`config.mk`:
```
export PLATFORM = sky130hd
export DESIGN_NAME = register_file
export DESIGN_NICKNAME = d
export VERILOG_FILES = /design/src/rtl/register_file.sv
export SDC_FILE = /design/constraint.sdc
export NUM_CORES = 2
export LEC_CHECK = 0
export BUFFER_PORTS_ARGS = -buffer_cell sky130_fd_sc_hd__buf_2
export CAP_MARGIN = 20
export CORE_MARGIN = 2
export CORE_UTILIZATION = 57
export CTS_CLUSTER_DIAMETER = 100
export CTS_CLUSTER_SIZE = 14
export DETAILED_ROUTE_END_ITERATION = 7
export GPL_TIMING_DRIVEN = 0
export PLACE_DENSITY = 0.76
export SYNTH_ARGS = -nofsm -noshare
export SYNTH_HDL_FRONTEND = slang
export SYNTH_SLANG_ARGS = --single-unit
export TNS_END_PERCENT = 100
```
`constraint.sdc`:
```
create_clock -name clk -period 1.9 [get_ports clk]
set_input_delay 0.19 -clock clk [delete_from_list [all_inputs] [get_ports clk]]
set_output_delay 0.19 -clock clk [all_outputs]
set_load 0.01 [all_outputs]
```
`src/rtl/register_file.sv`:
```
// +--------------------------------------------------------------------------+
// | register_file : 32 x N register bank, one write port, two read ports,    |
// |                 register 0 hardwired to zero, optional write-through.    |
// | Revision      : 1.0                                                      |
// +--------------------------------------------------------------------------+
`default_nettype none

module register_file #(
    parameter int N      = 32,
    parameter bit BYPASS = 1'b0
) (
    input  logic         clk,
    input  logic         rst_n,
    input  logic         wr_ena,
    input  logic [4:0]   wr_addr,
    input  logic [N-1:0] wr_data,
    input  logic [4:0]   rd_addr0,
    output logic [N-1:0] rd_data0,
    input  logic [4:0]   rd_addr1,
    output logic [N-1:0] rd_data1
);

    localparam logic [4:0] c_zero_addr = 5'd0;

    logic [31:1]  w_we;
    logic [N-1:0] w_regs [0:31];
    logic         w_fwd0;
    logic         w_fwd1;

    // Slot 0 of the read view is a constant; no flop exists behind it.
    assign w_regs[0] = '0;

    generate
        for (genvar gi = 1; gi < 32; gi++) begin : g_reg
            logic [N-1:0] r_reg;

            assign w_we[gi] = wr_ena & (wr_addr == 5'(gi));

            always_ff @(posedge clk or negedge rst_n) begin
                if (!rst_n) begin
                    r_reg <= '0;
                end else if (w_we[gi]) begin
                    r_reg <= wr_data;
                end
            end

            assign w_regs[gi] = r_reg;
        end
    endgenerate

    // Forwarding is suppressed in reset so every read is zero while rst_n is low.
    assign w_fwd0 = BYPASS && rst_n && wr_ena && (wr_addr == rd_addr0) && (rd_addr0 != c_zero_addr);
    assign w_fwd1 = BYPASS && rst_n && wr_ena && (wr_addr == rd_addr1) && (rd_addr1 != c_zero_addr);

    always_comb begin
        rd_data0 = w_regs[rd_addr0];
        rd_data1 = w_regs[rd_addr1];
        if (w_fwd0) begin
            rd_data0 = wr_data;
        end
        if (w_fwd1) begin
            rd_data1 = wr_data;
        end
    end

endmodule

`default_nettype wire

```
==> impl_metrics.py <==
metrics = {
    "floorplanning": {
        "ioPinCount": 114,
        "die_height_um": 309,
        "start_util_pct": 57.3,
        "die_width_um": 309,
        "die-area_um2": 95800,
        "core_um2": 92900,
        "rows": 112,
    },
    "sta": {
        "worst_slew_pin_slew_ps": 1150,
        "fin_crit_ps": 2660,
        "clock_skew_ps": 0,
        "period_share_pct": 140,
        "fin_ws_ps": -763,
        "holdWs_ps": -503,
        "fmax_mhz": 376,
        "rsz0062_at_grt": "yes",
        "maxSlewViolCount": 0,
        "final-hold-violation-count": 95,
        "relSlewSlack_pct": 23.1,
        "fin_setup_tns_ps": -42040,
        "setup_violations": 123,
    },
    "run_status": {
        "violations": "negative hold slack, negative setup slack",
        "status": "finished with violations",
    },
    "pwr": {
        "peakVddDrop_mv": 0.952,
        "powerDensity_nw_per_um2": 982,
        "finalPower_uw": 58800,
        "leakage_uw": 0.0261,
    },
    "finish": {
        "fillCellCount": 6748,
        "largest_reg_flops": 992,
        "fin_util_pct": 64.4,
        "drive_gt1_share_pct": 53.1,
        "design_area_um2": 59800,
        "multi_input_area_um2": 27600,
        "syn_to_final_growth_pct": 12.5,
        "ff_latch_area_um2": 24800,
        "fin_nets": 3940,
    },
    "clocking": {
        "h-tree-depth": 3,
        "ctsLongestPathBuffers": 3,
        "clockRootBuffer": "clkbuf_16",
        "cts_tree": "done",
        "cts_num_sinks": 992,
        "clock_latency_ps": 670,
        "ctsHoldBuffers": 32,
        "clkTransAtPathRegs_ps": 70,
        "cts_inserted_buffers": 80,
    },
    "place": {
        "dp_slack_ps": -1510,
        "io_buffers": 105,
        "gp_congestion": 1.00,
        "dpl_cell_area_um2": 55600,
        "post-dp-hpwl_mm": 127,
    },
    "yosys": {
        "syn-num-nets": 3689,
        "syn_inst": 3639,
        "synth.avg_cell_area_um2": 14.6,
        "ys_ff_latch": 992,
        "syn_area_um2": 53200,
        "yosysWarnings": 0,
        "ys_seq_area_share_pct": 46.7,
        "ys_types": 32,
    },
    "global_route": {
        "antenna_found_initial": 10,
        "grt-ovfl-total": 0,
        "grt_pass1_vias": 37900,
        "grt.total_usage_pct": 40.0,
        "grt_start_max_net_pins": 124,
        "grt_pass1_wl_mm": 269,
    },
    "route": {
        "drt_wl_total_mm": 190,
        "routedWlPerCell_um": 36.9,
        "dr.pass1.iters": 5,
        "dr_total_vias": 37900,
        "remaining_drc_errors": 0,
        "via_per_inst": 7.36,
        "drt-initial-drc-count": 4960,
        "antenna_left": 0,
    },
    "job": {
        "cap_violations": 0,
    },
    "setup_path": {
        "worstPathRequired_ps": 1710,
        "cp.arrival_ps": 2470,
        "cp_top_family": "compound AO/OA/AOI/OAI gates",
        "worst-path-buf-inv": 1,
        "cp_max_fo": 3,
        "cp_slowest_cell": "mux4_2",
        "slowest_delay_ps": 470,
        "start_kind": "register",
        "crit_type": "reg -> out",
        "path_cells": "mux4_2 > a22o_1 > o21ai_4 > o31ai_4 > buf_2",
        "crit_path_end_kind": "output port",
    },
    "min_path": {
        "hold_class": "in -> async",
    },
}
==> where the power goes <==
group / internal (uW) / leakage (uW) / total [uW] / switching (uW)
Clock: 7920 / 0.00106 / 15800 / 7850
Combinational: 8210 / 0.0124 / 14600 / 6360
Sequential: 25300 / 0.0127 / 28400 / 3180
==> layout make-up <==
type	count	area share (%)
timing repair buffer	169	2.25
multi-input combinational	2237	46.1
antenna	6	0.0251
tap	1254	2.62
inverter	2	0.0188
clock buffer	86	3.58
buffer	408	3.88
clock inverter	2	0.0293
sequential	992	41.5
==> layer usage <==
metal	up-vias	track usage (%)	part of all wire, %
met5	-	0.809	0.11
met3	743	16.3	14
met2	2787	57.8	44
met4	10	23.4	6.8
li1	14500	-	-
met1	19900	50.9	36
==> cell usage after synthesis, drive strengths merged <==
master,number,area [um^2]
o22ai,64,400
nor3,3,15.0
clkbuf,213,801
o31ai,64,480
dfrtp,992,24800
nor4,1,12.5
a22o,192,1680
nand4,1,6.26
nor2,15,56.3
inv,2,7.50
nand4b,3,26.3
or3,3,18.8
a211oi,64,480
mux2,1056,11900
nor3b,2,20.0
o21ai,64,320
nand2b,5,31.3
mux4,384,8650
buf,195,1090
nand3,1,5.00
and2,34,213
mux2i,160,1600
nor2b,10,62.6
and3,32,200
nand2,79,297
==> cells in the final DEF, fill, tap and decap left out, types with 10 or more instances in the layout <==
master	Yosys	layout
mux4_2	384	384
nor2b_1	10	10
and3_1	32	32
mux2i_1	160	160
clkbuf_16	0	86
nor2_1	15	13
a22o_1	192	192
nand2_1	79	77
buf_4	28	52
clkbuf_1	212	124
o21ai_4	0	32
mux2_1	46	46
dfrtp_1	992	992
and2_1	34	34
buf_6	11	28
buf_16	0	10
clkbuf_4	0	26
o22ai_1	64	64
o31ai_4	0	19
a211oi_1	64	28
o31ai_2	0	39
buf_8	0	10
o21ai_2	0	32
dlygate4sd3_1	0	32
a211oi_2	0	36
mux2_2	1010	1010
buf_2	140	221
clkbuf_2	1	64
==> cell families after synthesis <==
logic type	Yosys count	share of synthesized area, %
simple gates	189	1.81
buf+inv	410	3.58
mux	1600	41.6
flops	992	46.7
compound gates	448	6.32
==> through the flow <==
step / std cells / hold WS, ps
after floorplan: 3639 / -106
after global placement: 4998 / 458
after detailed placement: 5012 / 225
after CTS: 5145 / -472
after global routing: 5153 / -428
final: 5156 / -503
==> path summary, 6_finish.rpt <==
check / from / to / slack, ps / cells past startpoint
setup / recovery: g_reg[30].r_reg[31]$_DFFE_PN0P_ / rd_data1[31] / -760 / 5
hold / removal: rst_n / g_reg[25].r_reg[4]$_DFFE_PN0P_ / -500 / 1
setup reg to reg: g_reg[30].r_reg[17]$_DFFE_PN0P_ / g_reg[30].r_reg[17]$_DFFE_PN0P_ / 870 / 3
hold reg to reg: g_reg[20].r_reg[2]$_DFFE_PN0P_ / g_reg[20].r_reg[2]$_DFFE_PN0P_ / 520 / 1
max in group asynchronous: rst_n / g_reg[20].r_reg[19]$_DFFE_PN0P_ / 460 / 4
min in group clk: wr_addr[4] / g_reg[11].r_reg[31]$_DFFE_PN0P_ / 150 / 3
==> what timing repair did <==
item                                   4_1_cts  5_1_grt
resized for setup                          358       83
setup endpoints to repair                   64      265
endpoints found under the hold margin      111       79
setup buffers                               13        4
cloned                                       0        1
pin swaps                                   87       51
Power figures use the tool's default switching activity.
